File: src/rtl/eth_tx_arb_if.sv
// Payload bus shared by the two requesters, the TX arbiter and eth_tx.
interface eth_tx_arb_if;
  logic [1:0] Req;
  logic [1:0] Gnt;
  logic [7:0] Byte0;
  logic       Byte_Valid0;
  logic       Pkt_Done0;
  logic [7:0] Byte1;
  logic       Byte_Valid1;
  logic       Pkt_Done1;
  logic       Tx_En;
  logic [7:0] Eth_Byte;
  logic       Eth_Byte_Valid;
  logic       Eth_Pkt_Rdy;

  modport slave (
    input  Req, Byte0, Byte_Valid0, Pkt_Done0, Byte1, Byte_Valid1, Pkt_Done1, Tx_En,
    output Gnt, Eth_Byte, Eth_Byte_Valid, Eth_Pkt_Rdy
  );

  modport master (
    output Req, Byte0, Byte_Valid0, Pkt_Done0, Byte1, Byte_Valid1, Pkt_Done1, Tx_En,
    input  Gnt, Eth_Byte, Eth_Byte_Valid, Eth_Pkt_Rdy
  );
endinterface

File: src/rtl/eth_tx_arb.sv
// Runtime arbiter for the eth_tx payload port: grants one of two requesters,
// streams its payload with min-length padding / max-length truncation, then paces frames.
module eth_tx_arb #(
  parameter int gMin_Bytes  = 46,
  parameter int gMax_Bytes  = 1500,
  parameter int gIfg_Cycles = 48,
  parameter int gTx_Timeout = 1023
) (
  input  logic        Clk,
  input  logic        Rst,
  input  logic [1:0]  Mode,
  eth_tx_arb_if.slave bus,
  output logic        Busy,
  output logic        Ovf_Err,
  output logic        Tmo_Err,
  output logic [15:0] Pkt_Cnt
);

  localparam logic [10:0] MIN    = 11'(gMin_Bytes);
  localparam logic [10:0] MIN_M1 = 11'(gMin_Bytes - 1);
  localparam logic [10:0] MAX    = 11'(gMax_Bytes);
  localparam logic [15:0] TMO_M1 = 16'(gTx_Timeout - 1);
  localparam logic [15:0] IFG_M1 = 16'(gIfg_Cycles - 1);

  typedef enum logic [2:0] {
    S_IDLE, S_GRANT, S_PAD, S_LAUNCH, S_WAIT_TX, S_IFG
  } state_t;

  state_t      st;
  logic        last;
  logic        sel;
  logic        tx_seen;
  logic [10:0] cnt;
  logic [15:0] tmr;
  logic [1:0]  gnt;
  logic [7:0]  eth_byte;
  logic        eth_valid;
  logic        pkt_rdy;

  logic        elig0, elig1, pick;
  logic [7:0]  s_byte;
  logic        s_valid, s_done;
  logic [10:0] cnt_inc;

  always_comb begin
    elig0   = bus.Req[0] && (Mode != 2'd1);
    elig1   = bus.Req[1] && (Mode != 2'd0);
    pick    = (elig0 && elig1) ? ~last : elig1;
    s_byte  = sel ? bus.Byte1       : bus.Byte0;
    s_valid = sel ? bus.Byte_Valid1 : bus.Byte_Valid0;
    // a dropped Req ends the payload exactly like Pkt_Done
    s_done  = sel ? (bus.Pkt_Done1 || !bus.Req[1]) : (bus.Pkt_Done0 || !bus.Req[0]);
    cnt_inc = cnt + {10'd0, s_valid};
  end

  always_ff @(posedge Clk) begin
    if (Rst) begin
      st        <= S_IDLE;
      last      <= 1'b1;
      sel       <= 1'b0;
      tx_seen   <= 1'b0;
      cnt       <= '0;
      tmr       <= '0;
      gnt       <= '0;
      eth_byte  <= '0;
      eth_valid <= 1'b0;
      pkt_rdy   <= 1'b0;
      Ovf_Err   <= 1'b0;
      Tmo_Err   <= 1'b0;
      Pkt_Cnt   <= '0;
    end else begin
      eth_valid <= 1'b0;
      pkt_rdy   <= 1'b0;
      Ovf_Err   <= 1'b0;
      Tmo_Err   <= 1'b0;
      unique case (st)
        S_IDLE: begin
          if (!bus.Tx_En && (elig0 || elig1)) begin
            sel  <= pick;
            last <= pick;
            gnt  <= pick ? 2'b10 : 2'b01;
            cnt  <= '0;
            st   <= S_GRANT;
          end
        end
        S_GRANT: begin
          if (s_valid) begin
            eth_byte  <= s_byte;
            eth_valid <= 1'b1;
          end
          cnt <= cnt_inc;
          // a byte arriving with Pkt_Done is counted before the length decision
          if (s_done) begin
            gnt <= '0;
            st  <= (cnt_inc < MIN) ? S_PAD : S_LAUNCH;
          end else if (cnt_inc == MAX) begin
            Ovf_Err <= 1'b1;
            gnt     <= '0;
            st      <= S_LAUNCH;
          end
        end
        S_PAD: begin
          eth_byte  <= '0;
          eth_valid <= 1'b1;
          cnt       <= cnt + 11'd1;
          if (cnt == MIN_M1) st <= S_LAUNCH;
        end
        S_LAUNCH: begin
          pkt_rdy <= 1'b1;
          Pkt_Cnt <= Pkt_Cnt + 16'd1;
          tmr     <= '0;
          tx_seen <= 1'b0;
          st      <= S_WAIT_TX;
        end
        S_WAIT_TX: begin
          if (!tx_seen) begin
            if (bus.Tx_En) begin
              tx_seen <= 1'b1;
            end else if (tmr == TMO_M1) begin
              Tmo_Err <= 1'b1;
              st      <= S_IDLE;
            end else begin
              tmr <= tmr + 16'd1;
            end
          end else if (!bus.Tx_En) begin
            tmr <= '0;
            st  <= S_IFG;
          end
        end
        S_IFG: begin
          if (tmr == IFG_M1) st <= S_IDLE;
          else               tmr <= tmr + 16'd1;
        end
        default: st <= S_IDLE;
      endcase
    end
  end

  assign bus.Gnt            = gnt;
  assign bus.Eth_Byte       = eth_byte;
  assign bus.Eth_Byte_Valid = eth_valid;
  assign bus.Eth_Pkt_Rdy    = pkt_rdy;
  assign Busy               = (st != S_IDLE);

endmodule

File: src/flat_wrapper.sv
// flat-port wrapper written by rule: the top's interface ports become plain ports
module eth_tx_arb_flat 
#(
  parameter int gMin_Bytes  = 46,
  parameter int gMax_Bytes  = 1500,
  parameter int gIfg_Cycles = 48,
  parameter int gTx_Timeout = 1023
)
  (Clk, Rst, Mode, Busy, Ovf_Err, Tmo_Err, Pkt_Cnt, bus_Req, bus_Byte0, bus_Byte_Valid0, bus_Pkt_Done0, bus_Byte1, bus_Byte_Valid1, bus_Pkt_Done1, bus_Tx_En, bus_Gnt, bus_Eth_Byte, bus_Eth_Byte_Valid, bus_Eth_Pkt_Rdy);
  eth_tx_arb_if bus_i ();
  input  logic Clk;
  input  logic Rst;
  input  logic [1:0] Mode;
  output logic Busy;
  output logic Ovf_Err;
  output logic Tmo_Err;
  output logic [15:0] Pkt_Cnt;
  input wire logic [$bits(bus_i.Req)-1:0] bus_Req;
  input wire logic [$bits(bus_i.Byte0)-1:0] bus_Byte0;
  input wire logic [$bits(bus_i.Byte_Valid0)-1:0] bus_Byte_Valid0;
  input wire logic [$bits(bus_i.Pkt_Done0)-1:0] bus_Pkt_Done0;
  input wire logic [$bits(bus_i.Byte1)-1:0] bus_Byte1;
  input wire logic [$bits(bus_i.Byte_Valid1)-1:0] bus_Byte_Valid1;
  input wire logic [$bits(bus_i.Pkt_Done1)-1:0] bus_Pkt_Done1;
  input wire logic [$bits(bus_i.Tx_En)-1:0] bus_Tx_En;
  output wire logic [$bits(bus_i.Gnt)-1:0] bus_Gnt;
  output wire logic [$bits(bus_i.Eth_Byte)-1:0] bus_Eth_Byte;
  output wire logic [$bits(bus_i.Eth_Byte_Valid)-1:0] bus_Eth_Byte_Valid;
  output wire logic [$bits(bus_i.Eth_Pkt_Rdy)-1:0] bus_Eth_Pkt_Rdy;
  assign bus_i.Req = bus_Req;
  assign bus_i.Byte0 = bus_Byte0;
  assign bus_i.Byte_Valid0 = bus_Byte_Valid0;
  assign bus_i.Pkt_Done0 = bus_Pkt_Done0;
  assign bus_i.Byte1 = bus_Byte1;
  assign bus_i.Byte_Valid1 = bus_Byte_Valid1;
  assign bus_i.Pkt_Done1 = bus_Pkt_Done1;
  assign bus_i.Tx_En = bus_Tx_En;
  assign bus_Gnt = bus_i.Gnt;
  assign bus_Eth_Byte = bus_i.Eth_Byte;
  assign bus_Eth_Byte_Valid = bus_i.Eth_Byte_Valid;
  assign bus_Eth_Pkt_Rdy = bus_i.Eth_Pkt_Rdy;
  eth_tx_arb #(.gMin_Bytes(gMin_Bytes), .gMax_Bytes(gMax_Bytes), .gIfg_Cycles(gIfg_Cycles), .gTx_Timeout(gTx_Timeout)) u_core (.Clk(Clk), .Rst(Rst), .Mode(Mode), .bus(bus_i), .Busy(Busy), .Ovf_Err(Ovf_Err), .Tmo_Err(Tmo_Err), .Pkt_Cnt(Pkt_Cnt));
endmodule
File: config.mk
export PLATFORM = sky130hd
export DESIGN_NAME = eth_tx_arb_flat
export DESIGN_NICKNAME = d
export VERILOG_FILES = /design/src/rtl/eth_tx_arb_if.sv /design/src/rtl/eth_tx_arb.sv /design/src/flat_wrapper.sv
export SDC_FILE = /design/constraint.sdc
export NUM_CORES = 1
export LEC_CHECK = 0
export BUFFER_PORTS_ARGS = -buffer_cell sky130_fd_sc_hd__buf_2
export CORE_MARGIN = 2
export CORE_UTILIZATION = 45
export CTS_BUF_LIST = sky130_fd_sc_hd__clkbuf_16
export DETAILED_ROUTE_END_ITERATION = 8
export PLACE_DENSITY_LB_ADDON = 0.05
export SLEW_MARGIN = 20
export SYNTH_ARGS = -nofsm -noshare
export SYNTH_HDL_FRONTEND = slang
export SYNTH_SLANG_ARGS = --single-unit
File: constraint.sdc
create_clock -name Clk -period 6.4 [get_ports Clk]
set_input_delay 0.96 -clock Clk [delete_from_list [all_inputs] [get_ports Clk]]
set_output_delay 0.96 -clock Clk [all_outputs]
set_load 0.01 [all_outputs]
==> out/metrics.yaml <==
yosys_register_bits: 63
clkTransAtPathRegs_ns: 0.05
synth_async_sr_flop_share_pct: 0
clock-sinks: 63
cts-root-to-sink-buffers: 2
grt_antenna_before_repair: 0
mostFrequentLayoutCells: "sky130_fd_sc_hd__dfxtp_1 (63), sky130_fd_sc_hd__nor2_1 (60), sky130_fd_sc_hd__buf_2 (57), sky130_fd_sc_hd__nand2_1 (38), sky130_fd_sc_hd__o21ai_0 (29)"
power.internal_mw: 0.839
drv_slew: 0
clock_tree.htree_level_count: 3
syn-num-nets: 493
post_cts_resize_count: 0
timing.critical_path.from_type: "register"
power_density_mw_per_mm2: 293
arrival_ns: 3.29
dieArea_mm2: 0.00904
synth.yosys.warnings: 0
grt_pass1_vias: 3173
final.setup_skew_ns: 0.00869
min_period_ns: 3.11
tns_ns: 0
num-nets-final: 536
dr.pass1.iters: 4
worst_hold_path_type: "register to register"
final_antenna_net_count: 0
grt.overflow.total: 0
yosysUniqueCellTypes: 71
post_cts_hold_buffer_count: 0
dp_hpwl_um: 6620
cts.root.buffer_cell: "sky130_fd_sc_hd__clkbuf_16"
largest_net_degree_at_the_start_of_global_routing: 44
place.gp.congestion: 0.910
clk-insertion-delay-late_ns: 0.33
port_buffers: 57
insertedDiodeCount: 0
run_status: "finished clean"
maxSlewHeadroom_pct: 46.4
multiInputGateArea_mm2: 0.00228
post-route-drc-count: 0
hold_viol_final: 0
track_usage_pct: 20.9
grt_first_pass_wirelength_um: 15000
seqPwrFrac_pct: 37.0
synth_cells: 458
drtIter0Drc: 184
synth_area_per_cell_um2: 8.15
placementRows: 33
final-seq-area_mm2: 0.00126
critPathRequiredTime_ns: 6.57
layout.core_utilization_pct: 52.9
worst_slew_pin_slew_ns: 0.804
finish.instance_area_mm2: 0.00430
routedWlPerCell_um: 15.1
route.final.wire_length_um: 9250
final_common_cell: "sky130_fd_sc_hd__dfxtp_1"
floorplan.io_pins: 58
initial_utilization_pct: 45.9
area_growth_pct: 15.3
peakVddDrop_v: 0.000194
p_leak_nw: 1.64
critical_path.max_stage_delay_ns: 0.69
synth-edff-count: 0
timing.fmax_mhz: 321
finalSetupViolations: 0
floorplan.die.height_um: 95.1
crit_slowest_cell: "sky130_fd_sc_hd__dfxtp_1"
avgViaCountPerCell: 5.86
dominantRegCellSynth: "sky130_fd_sc_hd__dfxtp_1"
layout_worst_path_cycle_share_pct: 48.6
fill_cells: 805
placeableCoreArea_mm2: 0.00813
synth_cell_area_mm2: 0.00373
routed-via-count: 3578
power.share.combinational_pct: 24.6
critPathCaptureType: "register"
die-width_um: 95.1
place_worst_setup_slack_ns: 3.08
post-route-worst-setup-slack_ns: 3.29
worstPathMaxFanout: 12
grt_setup_unrepaired: "no"
numCtsBuffers: 9
switching_share_pct: 33.6
fin_worst_hold_slack_ns: 0.446
postCtsSetupRepairBufs: 0
cap_violations: 0
timing.setup.critical_path_class: "register to register"
seq_total_area_yosys_pct: 33.8
clkPwrFrac_pct: 38.4
tritoncts_clock_tree: "done"
cp_cell_sequence: "mux2_2 -> ha_1 -> ha_1 -> nand2b_1 -> a21oi_1 -> o221ai_1 -> or3_4 -> o311ai_2 -> a21oi_1"
placement.cell_area_mm2: 0.00401
layout_cells_sized_above_1_pct: 19.0
switchingPower_mw: 0.423
==> cell families (layout without fill, tap and decap cells) <==
family	Yosys count	in the layout	synth area share, %
AOI/OAI and AO/OA	110	110	19.7
xor gates and xnor gates	29	29	6.81
adders and majority gates	8	8	2.68
buffers and inverters	36	84	5.06
DFF	63	63	33.8
muxes	10	10	2.72
and+or+nand+nor	202	202	29.2
==> metrics by stage <==
stage                     total power [mW]  instances
final                                 1.26        611
after global routing                  1.33        611
after CTS                             1.27        611
after detailed placement             0.781        595
after global placement               0.781        595
after floorplan                      0.687        458
==> worst max-delay path: cells and delay by family (launching register included) <==
| kind | cells | cell delay (ns) |
|---|---|---|
| flip-flops | 1 | 0.69 |
| adder cells (fa/ha/maj) | 2 | 0.62 |
| AND/OR/NAND/NOR | 2 | 0.61 |
| AO/OA/AOI/OAI | 4 | 0.61 |
| multiplexers | 1 | 0.44 |
==> state kept, by name, indices dropped and copies added, names as in the netlist <==
name / cells
u_core.Ovf_Err: 1
u_core.Pkt_Cnt: 16
u_core.Tmo_Err: 1
u_core.bus.Eth_Byte: 8
u_core.bus.Eth_Byte_Valid: 1
u_core.bus.Eth_Pkt_Rdy: 1
u_core.bus.Gnt: 2
u_core.cnt: 11
u_core.last: 1
u_core.sel: 1
u_core.st: 3
u_core.tmr: 16
u_core.tx_seen: 1
==> per-layer routing <==
metal / part of all wire, % / vias up / track usage, %
met5: 0 / - / 0
met4: 1.1 / 0 / 8.21
met3: 6.4 / 9 / 3.64
met2: 48 / 118 / 34.5
met1: 44 / 1676 / 27.2
li1: - / 1775 / -
==> layout make-up <==
type	instances	share of cell area, %
timing repair buffer	58	6.80
tap	105	3.05
inverter	10	0.872
clock inverter	7	1.72
clock buffer	9	5.23
multi-input combinational	359	53.0
sequential	63	29.3
==> power groups by stage <==
stage | clock network [mW] | registers, mW | logic, mW
global placement | 0 | 0.472 | 0.308
floorplan | 0 | 0.459 | 0.228
global route | 0.512 | 0.471 | 0.343
CTS | 0.497 | 0.465 | 0.308
finish | 0.485 | 0.467 | 0.310
detailed placement | 0 | 0.474 | 0.307
==> worst paths after layout <==
| kind | startpoint | endpoint | slack, ns | cells after the start |
|---|---|---|---|---|
| setup reg to reg | u_core.sel | u_core.bus.Gnt[1] | 3.29 | 9 |
| hold / removal | u_core.bus.Eth_Byte[2] | u_core.bus.Eth_Byte[2] | 0.45 | 2 |
| setup / recovery | u_core.sel | u_core.bus.Gnt[1] | 3.29 | 9 |
| hold reg to reg | u_core.bus.Eth_Byte[2] | u_core.bus.Eth_Byte[2] | 0.45 | 2 |
==> Yosys cell counts (3+ instances only) <==
cell | number | area, µm²
sky130_fd_sc_hd__nor4_1 | 10 | 62.6
sky130_fd_sc_hd__inv_2 | 3 | 11.3
sky130_fd_sc_hd__buf_6 | 3 | 33.8
sky130_fd_sc_hd__nand4_1 | 14 | 87.6
sky130_fd_sc_hd__and3_1 | 11 | 68.8
sky130_fd_sc_hd__clkbuf_1 | 8 | 30.0
sky130_fd_sc_hd__buf_2 | 9 | 45.0
sky130_fd_sc_hd__nand2_1 | 38 | 143
sky130_fd_sc_hd__nand3b_1 | 3 | 22.5
sky130_fd_sc_hd__a31oi_1 | 7 | 43.8
sky130_fd_sc_hd__a211oi_1 | 3 | 22.5
sky130_fd_sc_hd__buf_4 | 5 | 37.5
sky130_fd_sc_hd__nor3_1 | 9 | 45.0
sky130_fd_sc_hd__nand3_1 | 12 | 60.1
sky130_fd_sc_hd__a221oi_1 | 4 | 35.0
sky130_fd_sc_hd__o21ai_0 | 29 | 145
sky130_fd_sc_hd__a22oi_1 | 4 | 30.0
sky130_fd_sc_hd__xor2_1 | 14 | 123
sky130_fd_sc_hd__and4_1 | 5 | 43.8
sky130_fd_sc_hd__inv_1 | 7 | 26.3
sky130_fd_sc_hd__dfxtp_1 | 63 | 1260
sky130_fd_sc_hd__ha_1 | 8 | 100
sky130_fd_sc_hd__nand2b_1 | 5 | 31.3
sky130_fd_sc_hd__a311oi_1 | 3 | 26.3
sky130_fd_sc_hd__nor2_1 | 60 | 225
sky130_fd_sc_hd__a21oi_1 | 26 | 130
sky130_fd_sc_hd__o22ai_1 | 3 | 18.8
sky130_fd_sc_hd__a21o_1 | 5 | 37.5
sky130_fd_sc_hd__and2_1 | 3 | 18.8
sky130_fd_sc_hd__mux2i_1 | 9 | 90.1
sky130_fd_sc_hd__xnor2_1 | 15 | 131
sky130_fd_sc_hd__or3_1 | 8 | 50.1
Power figures use the tool's default switching activity.
